<file path="src/rtl/rc4_pkg.sv">
// Shared types and defaults for the RC4 key-scheduling engine.
package rc4_pkg;

    localparam int unsigned DefKeyBytes = 3;
    localparam int unsigned DefAddrW    = 8;
    localparam int unsigned DefRdLat    = 2;

    // Key byte index: up to 32 key bytes.
    typedef logic [4:0] key_idx_t;
    // Requested key length in bytes as presented with start.
    typedef logic [5:0] key_len_t;

    typedef enum logic [3:0] {
        StIdle,
        StFill,
        StRdI,
        StWaitI,
        StSavI,
        StRdJ,
        StWaitJ,
        StSavJ,
        StWrI,
        StWrJ,
        StDone
    } rc4_state_e;

    // Zero or over-long key lengths fall back to the full key.
    function automatic key_len_t eff_key_len(key_len_t len, int unsigned max_bytes);
        if (len == '0 || 32'(len) > max_bytes) begin
            return key_len_t'(max_bytes);
        end
        return len;
    endfunction

endpackage

</file>
<file path="src/rtl/rc4_ksa_engine_if.sv">
// Control handshake plus single-port S-memory bus of the KSA engine.
interface rc4_ksa_engine_if
    import rc4_pkg::*;
#(
    parameter int unsigned KEY_BYTES = DefKeyBytes,
    parameter int unsigned ADDR_W    = DefAddrW
);

    logic                   start;
    logic                   do_init;
    logic [8*KEY_BYTES-1:0] key;
    key_len_t               key_len;
    logic                   abort;
    logic [ADDR_W-1:0]      mem_addr;
    logic [7:0]             mem_wdata;
    logic                   mem_wren;
    logic [7:0]             mem_rdata;
    logic                   busy;
    logic                   done;

    // Controller side: issues commands and hosts the S-memory.
    modport master (
        output start, do_init, key, key_len, abort, mem_rdata,
        input  mem_addr, mem_wdata, mem_wren, busy, done
    );

    // Engine side.
    modport slave (
        input  start, do_init, key, key_len, abort, mem_rdata,
        output mem_addr, mem_wdata, mem_wren, busy, done
    );

endinterface

</file>
<file path="src/rtl/rc4_key_byte_sel.sv">
// Selects byte k of the latched key; byte 0 is the most significant byte.
module rc4_key_byte_sel
    import rc4_pkg::*;
#(
    parameter int unsigned KEY_BYTES = DefKeyBytes
) (
    input  logic [8*KEY_BYTES-1:0] key_i,
    input  key_idx_t               k_i,
    output logic [7:0]             byte_o
);

    // Plain mux over the key bytes, MSB-first.
    always_comb begin
        byte_o = 8'h00;
        for (int b = 0; b < KEY_BYTES; b++) begin
            if (k_i == key_idx_t'(b)) begin
                byte_o = key_i[8*(KEY_BYTES-1-b) +: 8];
            end
        end
    end

endmodule

</file>
<file path="src/rtl/rc4_ksa_engine.sv">
// RC4 key-scheduling engine: optional identity fill, then the swap loop over
// all 2^ADDR_W entries of a single-port S-memory with RD_LAT read wait cycles.
module rc4_ksa_engine
    import rc4_pkg::*;
#(
    parameter int unsigned KEY_BYTES = DefKeyBytes,
    parameter int unsigned ADDR_W    = DefAddrW,
    parameter int unsigned RD_LAT    = DefRdLat
) (
    input logic             clk,
    input logic             reset_n,
    rc4_ksa_engine_if.slave ksa_if
);

    localparam int unsigned KeyW = 8 * KEY_BYTES;
    localparam int unsigned CntW = (RD_LAT > 0) ? $clog2(RD_LAT + 1) : 1;

    rc4_state_e        state_q;
    logic [ADDR_W-1:0] i_q, j_q, mem_addr_q;
    key_idx_t          k_q;
    key_len_t          klen_q;
    logic [KeyW-1:0]   key_q;
    logic [7:0]        si_q, sj_q, mem_wdata_q;
    logic              mem_wren_q, busy_q, done_q;
    logic [CntW-1:0]   wait_q;

    logic [7:0]        key_byte;
    logic [ADDR_W-1:0] key_byte_ext, rdata_ext, j_sum;
    logic [7:0]        i_byte;
    logic [5:0]        k_inc;

    rc4_key_byte_sel #(
        .KEY_BYTES (KEY_BYTES)
    ) u_key_byte_sel (
        .key_i  (key_q),
        .k_i    (k_q),
        .byte_o (key_byte)
    );

    // Key byte and read data are resized to the index width before the add.
    assign key_byte_ext = ADDR_W'(key_byte);
    assign rdata_ext    = ADDR_W'(ksa_if.mem_rdata);
    assign j_sum        = j_q + rdata_ext + key_byte_ext;
    assign i_byte       = 8'(i_q);
    assign k_inc        = {1'b0, k_q} + 6'd1;

    // Main FSM; memory strobes, busy and done are registered with the state.
    always_ff @(posedge clk or negedge reset_n) begin
        if (!reset_n) begin
            state_q     <= StIdle;
            i_q         <= '0;
            j_q         <= '0;
            k_q         <= '0;
            klen_q      <= '0;
            key_q       <= '0;
            si_q        <= '0;
            sj_q        <= '0;
            wait_q      <= '0;
            mem_addr_q  <= '0;
            mem_wdata_q <= '0;
            mem_wren_q  <= 1'b0;
            busy_q      <= 1'b0;
            done_q      <= 1'b0;
        end else if (ksa_if.abort) begin
            state_q    <= StIdle;
            mem_wren_q <= 1'b0;
            busy_q     <= 1'b0;
            done_q     <= 1'b0;
        end else begin
            mem_wren_q <= 1'b0;
            done_q     <= 1'b0;
            unique case (state_q)
                StIdle: begin
                    if (ksa_if.start) begin
                        key_q   <= ksa_if.key;
                        klen_q  <= eff_key_len(ksa_if.key_len, KEY_BYTES);
                        i_q     <= '0;
                        j_q     <= '0;
                        k_q     <= '0;
                        busy_q  <= 1'b1;
                        state_q <= ksa_if.do_init ? StFill : StRdI;
                    end
                end
                StFill: begin
                    mem_addr_q  <= i_q;
                    mem_wdata_q <= i_byte;
                    mem_wren_q  <= 1'b1;
                    // i wraps back to zero after the last entry.
                    i_q         <= i_q + 1'b1;
                    if (i_q == {ADDR_W{1'b1}}) begin
                        state_q <= StRdI;
                    end
                end
                StRdI: begin
                    mem_addr_q <= i_q;
                    wait_q     <= '0;
                    state_q    <= (RD_LAT == 0) ? StSavI : StWaitI;
                end
                StWaitI: begin
                    wait_q <= wait_q + 1'b1;
                    if (wait_q == CntW'(RD_LAT - 1)) begin
                        state_q <= StSavI;
                    end
                end
                StSavI: begin
                    si_q    <= ksa_if.mem_rdata;
                    j_q     <= j_sum;
                    state_q <= StRdJ;
                end
                StRdJ: begin
                    mem_addr_q <= j_q;
                    wait_q     <= '0;
                    state_q    <= (RD_LAT == 0) ? StSavJ : StWaitJ;
                end
                StWaitJ: begin
                    wait_q <= wait_q + 1'b1;
                    if (wait_q == CntW'(RD_LAT - 1)) begin
                        state_q <= StSavJ;
                    end
                end
                StSavJ: begin
                    sj_q    <= ksa_if.mem_rdata;
                    state_q <= StWrI;
                end
                StWrI: begin
                    mem_addr_q  <= i_q;
                    mem_wdata_q <= sj_q;
                    mem_wren_q  <= 1'b1;
                    state_q     <= StWrJ;
                end
                StWrJ: begin
                    // When i == j this second write restores si, which is correct.
                    mem_addr_q  <= j_q;
                    mem_wdata_q <= si_q;
                    mem_wren_q  <= 1'b1;
                    i_q         <= i_q + 1'b1;
                    k_q         <= (k_inc == klen_q) ? '0 : k_inc[4:0];
                    if (i_q == {ADDR_W{1'b1}}) begin
                        done_q  <= 1'b1;
                        state_q <= StDone;
                    end else begin
                        state_q <= StRdI;
                    end
                end
                StDone: begin
                    busy_q  <= 1'b0;
                    state_q <= StIdle;
                end
                default: begin
                    busy_q  <= 1'b0;
                    state_q <= StIdle;
                end
            endcase
        end
    end

    assign ksa_if.mem_addr  = mem_addr_q;
    assign ksa_if.mem_wdata = mem_wdata_q;
    assign ksa_if.mem_wren  = mem_wren_q;
    assign ksa_if.busy      = busy_q;
    assign ksa_if.done      = done_q;

endmodule
</file>
<file path="src/flat_wrapper.sv">
// flat-port wrapper written by rule: the top's interface ports become plain ports
module rc4_ksa_engine_flat import rc4_pkg::*;
#(
    parameter int unsigned KEY_BYTES = DefKeyBytes,
    parameter int unsigned ADDR_W    = DefAddrW,
    parameter int unsigned RD_LAT    = DefRdLat
)
  (clk, reset_n, ksa_if_start, ksa_if_do_init, ksa_if_key, ksa_if_key_len, ksa_if_abort, ksa_if_mem_rdata, ksa_if_mem_addr, ksa_if_mem_wdata, ksa_if_mem_wren, ksa_if_busy, ksa_if_done);
  rc4_ksa_engine_if #(.KEY_BYTES(KEY_BYTES), .ADDR_W(ADDR_W)) ksa_if_i ();
  input logic clk;
  input logic reset_n;
  input wire logic [$bits(ksa_if_i.start)-1:0] ksa_if_start;
  input wire logic [$bits(ksa_if_i.do_init)-1:0] ksa_if_do_init;
  input wire logic [$bits(ksa_if_i.key)-1:0] ksa_if_key;
  input wire logic [$bits(ksa_if_i.key_len)-1:0] ksa_if_key_len;
  input wire logic [$bits(ksa_if_i.abort)-1:0] ksa_if_abort;
  input wire logic [$bits(ksa_if_i.mem_rdata)-1:0] ksa_if_mem_rdata;
  output wire logic [$bits(ksa_if_i.mem_addr)-1:0] ksa_if_mem_addr;
  output wire logic [$bits(ksa_if_i.mem_wdata)-1:0] ksa_if_mem_wdata;
  output wire logic [$bits(ksa_if_i.mem_wren)-1:0] ksa_if_mem_wren;
  output wire logic [$bits(ksa_if_i.busy)-1:0] ksa_if_busy;
  output wire logic [$bits(ksa_if_i.done)-1:0] ksa_if_done;
  assign ksa_if_i.start = ksa_if_start;
  assign ksa_if_i.do_init = ksa_if_do_init;
  assign ksa_if_i.key = ksa_if_key;
  assign ksa_if_i.key_len = ksa_if_key_len;
  assign ksa_if_i.abort = ksa_if_abort;
  assign ksa_if_i.mem_rdata = ksa_if_mem_rdata;
  assign ksa_if_mem_addr = ksa_if_i.mem_addr;
  assign ksa_if_mem_wdata = ksa_if_i.mem_wdata;
  assign ksa_if_mem_wren = ksa_if_i.mem_wren;
  assign ksa_if_busy = ksa_if_i.busy;
  assign ksa_if_done = ksa_if_i.done;
  rc4_ksa_engine #(.KEY_BYTES(KEY_BYTES), .ADDR_W(ADDR_W), .RD_LAT(RD_LAT)) u_core (.clk(clk), .reset_n(reset_n), .ksa_if(ksa_if_i));
endmodule
</file>
<file path="config.mk">
export PLATFORM = sky130hd
export DESIGN_NAME = rc4_ksa_engine_flat
export DESIGN_NICKNAME = d
export VERILOG_FILES = /design/src/rtl/rc4_pkg.sv /design/src/rtl/rc4_ksa_engine_if.sv /design/src/rtl/rc4_key_byte_sel.sv /design/src/rtl/rc4_ksa_engine.sv /design/src/flat_wrapper.sv
export SDC_FILE = /design/constraint.sdc
export NUM_CORES = 1
export LEC_CHECK = 0
export ABC_AREA = 0
export BUFFER_PORTS_ARGS = -buffer_cell sky130_fd_sc_hd__buf_2
export CAP_MARGIN = 20
export CORE_ASPECT_RATIO = 1.25
export CORE_UTILIZATION = 53
export CTS_CLUSTER_DIAMETER = 100
export DETAILED_ROUTE_END_ITERATION = 16
export PLACE_DENSITY = 0.77
export RECOVER_POWER = 50
export SYNTH_ARGS = -nofsm -noshare
export SYNTH_HDL_FRONTEND = slang
export SYNTH_SLANG_ARGS = --single-unit
</file>
<file path="constraint.sdc">
create_clock -name clk -period 3.3 [get_ports clk]
set_input_delay 0.66 -clock clk [delete_from_list [all_inputs] [get_ports clk]]
set_output_delay 0.66 -clock clk [all_outputs]
set_load 0.01 [all_outputs]
</file>
==> flow_summary.ini <==
[run_status]
status = finished, violations left
violations = design-rule violations

[yosys]
synth_area_mm2 = 0.00495
synth_fp_nets = 603
synthFlopType = dfrtp_1
yosysWarnings = 0
synth_seq_cells = 92
seq_area_frac_synth_pct = 46.5
synthArstFlopShare_pct = 100
synth_cell_types = 52
synth_area_per_cell_um2 = 9.17
synth_edf_count = 0
syn_inst = 540

[worst_hold_path]
min_to = u_core.ksa_if.mem_wdata[5]
hp-class = reg -> reg
hp-start = u_core.ksa_if.mem_wdata[5]
hold_depth = 2

[routing]
first_iter_violations = 188
drc_errors = 2
wl_per_cell_um = 15.0
drt_pass1_iterations = 10
via_per_inst = 5.48
ant_nets = 0
vias = 3987
drt_wl_total_um = 10900

[global_routing]
grt_pass1_vias = 3908
use_met1_pct = 31.8
grt_pass1_wl_um = 18500
antenna_found_initial = 0
use_met3_pct = 3.35
grt_max_degree = 54
grt_usage_pct = 24.9
gr-total-overflow = 0
use_met2_pct = 42.7
grt_busiest_layer = met2

[setup_path]
critPathBufInv = 2
cp_top_family = simple AND/OR/NAND/NOR gates
cp.required_ps = 3580
rr_worst_depth = 14
r2r_start = u_core.k_q[3]
cp_max_fo = 3
path_class = reg -> reg
worstReg2RegEnd = u_core.j_q[6]
crit_chain = or3_4 -> nor3b_4 -> buf_4 -> a22oi_2 -> nor2_2 -> a21oi_2 -> fa_1 -> inv_1 -> ha_1 -> a21o_1 -> a21o_1 -> a21oi_2 -> or4b_1 -> nand3_1
crit_path_start_kind = flip-flop
crit_path_max_incr_delay_ps = 560
cp_data_arrival_time_ps = 3510
critical_path_depth = 14
crit_slowest_cell = fa_1
end_kind = flip-flop
regToRegSetupSlack_ps = 60

[placed_design]
dp_hpwl_um = 7880
gp_congestion = 0.832
pre_cts_ws_ps = 6.51
io_buffers = 61

[flow_run]
drv_cap = 0

[final_layout]
utilization_pct = 62.9
layout-drive-gt1-share_pct = 18.7
finalNetCount = 662
synthToLayoutAreaGrowth_pct = 15.9
diodes = 0

[clock_tree]
cts_buffers = 9
clockBufferDepth = 2
clk_pin_slew_worst_paths_ps = 70
holdBufCountCts = 0
root_buffer = clkbuf_16
cts_tree = done
cts.htree.levels = 3
clock_latency_ps = 350
cts_sinks = 92

[timing]
rsz0062_at_grt = yes
relSlewSlack_pct = 11.7
final_min_period_over_clock_period_pct = 98.0
fin_ws_ps = 64.5
slew_viol_final = 0
skew_ps = 7.03
worst_slew_pin_slew_ps = 1320
max_freq_mhz = 309
setup_viol = 0
fin_crit_ps = 3240
hold_viol_final = 0

[pwr]
peakVddDrop_v = 0.000373
p_leak_nw = 2.80
power.density_mw_per_mm2 = 685

[floorplanning]
die-area_mm2 = 0.00973
die_y_um = 110
die_w_um = 88.4
start_util_pct = 54.3
core_area_mm2 = 0.00913
io-pin-count = 62
rows = 39
[worst reg2reg max path, cell delays in order, from the launching register on]
cell and delay, ps:
dfrtp_1 400, or3_4 400, nor3b_4 230, buf_4 160
a22oi_2 70, nor2_2 130, a21oi_2 50, fa_1 560
inv_1 60, ha_1 270, a21o_1 110, a21o_1 140
a21oi_2 60, or4b_1 460, nand3_1 90
[synth_stat cells, types with 2 or more instances]
cell | count | area [um^2]
a21o_1 | 3 | 22.5
a21oi_1 | 19 | 95.1
a221oi_1 | 9 | 78.8
a22o_1 | 7 | 61.3
a22oi_1 | 8 | 60.1
a31oi_1 | 2 | 12.5
and2_1 | 9 | 56.3
and3_1 | 4 | 25.0
buf_2 | 6 | 30.0
buf_4 | 2 | 15.0
buf_6 | 2 | 22.5
clkbuf_1 | 23 | 86.3
dfrtp_1 | 92 | 2300
fa_1 | 8 | 160
ha_1 | 12 | 150
inv_1 | 33 | 124
mux2_2 | 10 | 113
mux2i_1 | 9 | 90.1
nand2_1 | 117 | 439
nand2b_1 | 7 | 43.8
nand3_1 | 11 | 55.1
nand3b_1 | 2 | 15.0
nand4_1 | 4 | 25.0
nand4b_1 | 2 | 17.5
nor2_1 | 35 | 131
nor2b_1 | 2 | 12.5
nor3_1 | 6 | 30.0
nor3_2 | 2 | 20.0
nor3b_1 | 9 | 67.6
nor4_1 | 2 | 12.5
nor4b_1 | 2 | 17.5
o21ai_0 | 34 | 170
o21bai_1 | 3 | 22.5
o221ai_1 | 3 | 26.3
o31ai_1 | 2 | 15.0
o32ai_1 | 3 | 26.3
or3_1 | 4 | 25.0
xnor2_1 | 9 | 78.8
xor2_1 | 10 | 87.6
[kinds of logic after synthesis]
family / after synthesis / synth area share, %
and+or+nand+nor: 227 / 21.6
AOI/OAI and AO/OA: 97 / 12.6
DFF: 92 / 46.5
buffers and inverters: 66 / 5.61
adders and majority gates: 20 / 6.27
xor gates and xnor gates: 19 / 3.36
muxes: 19 / 4.09
[what timing repair did]
item,4_1_cts,5_1_grt
setup endpoints to repair,0,4
resized for setup,0,13
buffers inserted,0,3
[sequential cells by signal, indices dropped and copies added, names as in the netlist]
signal                   count
u_core.i_byte                8
u_core.j_q                   8
u_core.k_q                   5
u_core.key_q                24
u_core.klen_q                6
u_core.ksa_if.busy           1
u_core.ksa_if.done           1
u_core.ksa_if.mem_addr       8
u_core.ksa_if.mem_wdata      8
u_core.ksa_if.mem_wren       1
u_core.si_q                  8
u_core.sj_q                  8
u_core.state_q               4
u_core.wait_q                2
[power by group]
group | total (W) | switching (W) | internal, W
sequential | 0.00161 | 0.000222 | 0.00139
clock | 0.00101 | 0.000480 | 0.000532
combinational | 0.00131 | 0.000735 | 0.000573
[layout by cell type (no fill, tap or decap), types with 4 or more instances in the layout]
cell / netlist / layout
a21oi_1: 19 / 16
a221oi_1: 9 / 9
a22o_1: 7 / 7
a22oi_1: 8 / 7
and2_1: 9 / 9
and3_1: 4 / 4
buf_2: 6 / 52
buf_4: 2 / 18
clkbuf_1: 23 / 10
clkbuf_16: 0 / 9
dfrtp_1: 92 / 92
fa_1: 8 / 8
ha_1: 12 / 10
inv_1: 33 / 33
mux2_2: 10 / 10
mux2i_1: 9 / 9
nand2_1: 117 / 117
nand2b_1: 7 / 6
nand3_1: 11 / 11
nand4_1: 4 / 4
nor2_1: 35 / 34
nor3_1: 6 / 5
nor3b_1: 9 / 9
o21ai_0: 34 / 33
xnor2_1: 9 / 9
xor2_1: 10 / 10
[how the worst max path moves through the flow]
stage	startpoint	endpoint
2_1_floorplan	u_core.k_q[2]	u_core.j_q[7]
3_3_place_gp	u_core.k_q[2]	u_core.j_q[7]
3_5_place_dp	u_core.k_q[2]	u_core.j_q[7]
4_1_cts	u_core.k_q[2]	u_core.j_q[7]
5_1_grt	u_core.k_q[4]	u_core.j_q[6]
6_report	u_core.k_q[3]	u_core.j_q[6]
[cell type report]
class	count	area, um^2
inverter	33	124
fill	808	3380
clock inverter	7	67.6
tap	123	154
timing repair buffer	81	438
clock buffer	9	225
sequential	92	2300
multi-input combinational	382	2430
[per-stage QoR]
step | cell area, um^2 | hold slack [ps] | total power [W] | instances | TNS [ps]
after floorplan | 4960 | 364 | 0.00249 | 540 | 0
after global placement | 5390 | 456 | 0.00277 | 708 | 0
after detailed placement | 5390 | 465 | 0.00284 | 708 | 0
after CTS | 5690 | 378 | 0.00387 | 724 | 0
after global routing | 5740 | 500 | 0.00423 | 727 | -208
final | 5740 | 474 | 0.00393 | 727 | 0
[per-layer routing]
layer / wire, um / vias to the layer above
met1: 4820 / 1925
met5: 0 / -
met4: 250 / 0
li1: - / 1941
met3: 386 / 19
met2: 5470 / 102
Power figures use the tool's default switching activity.
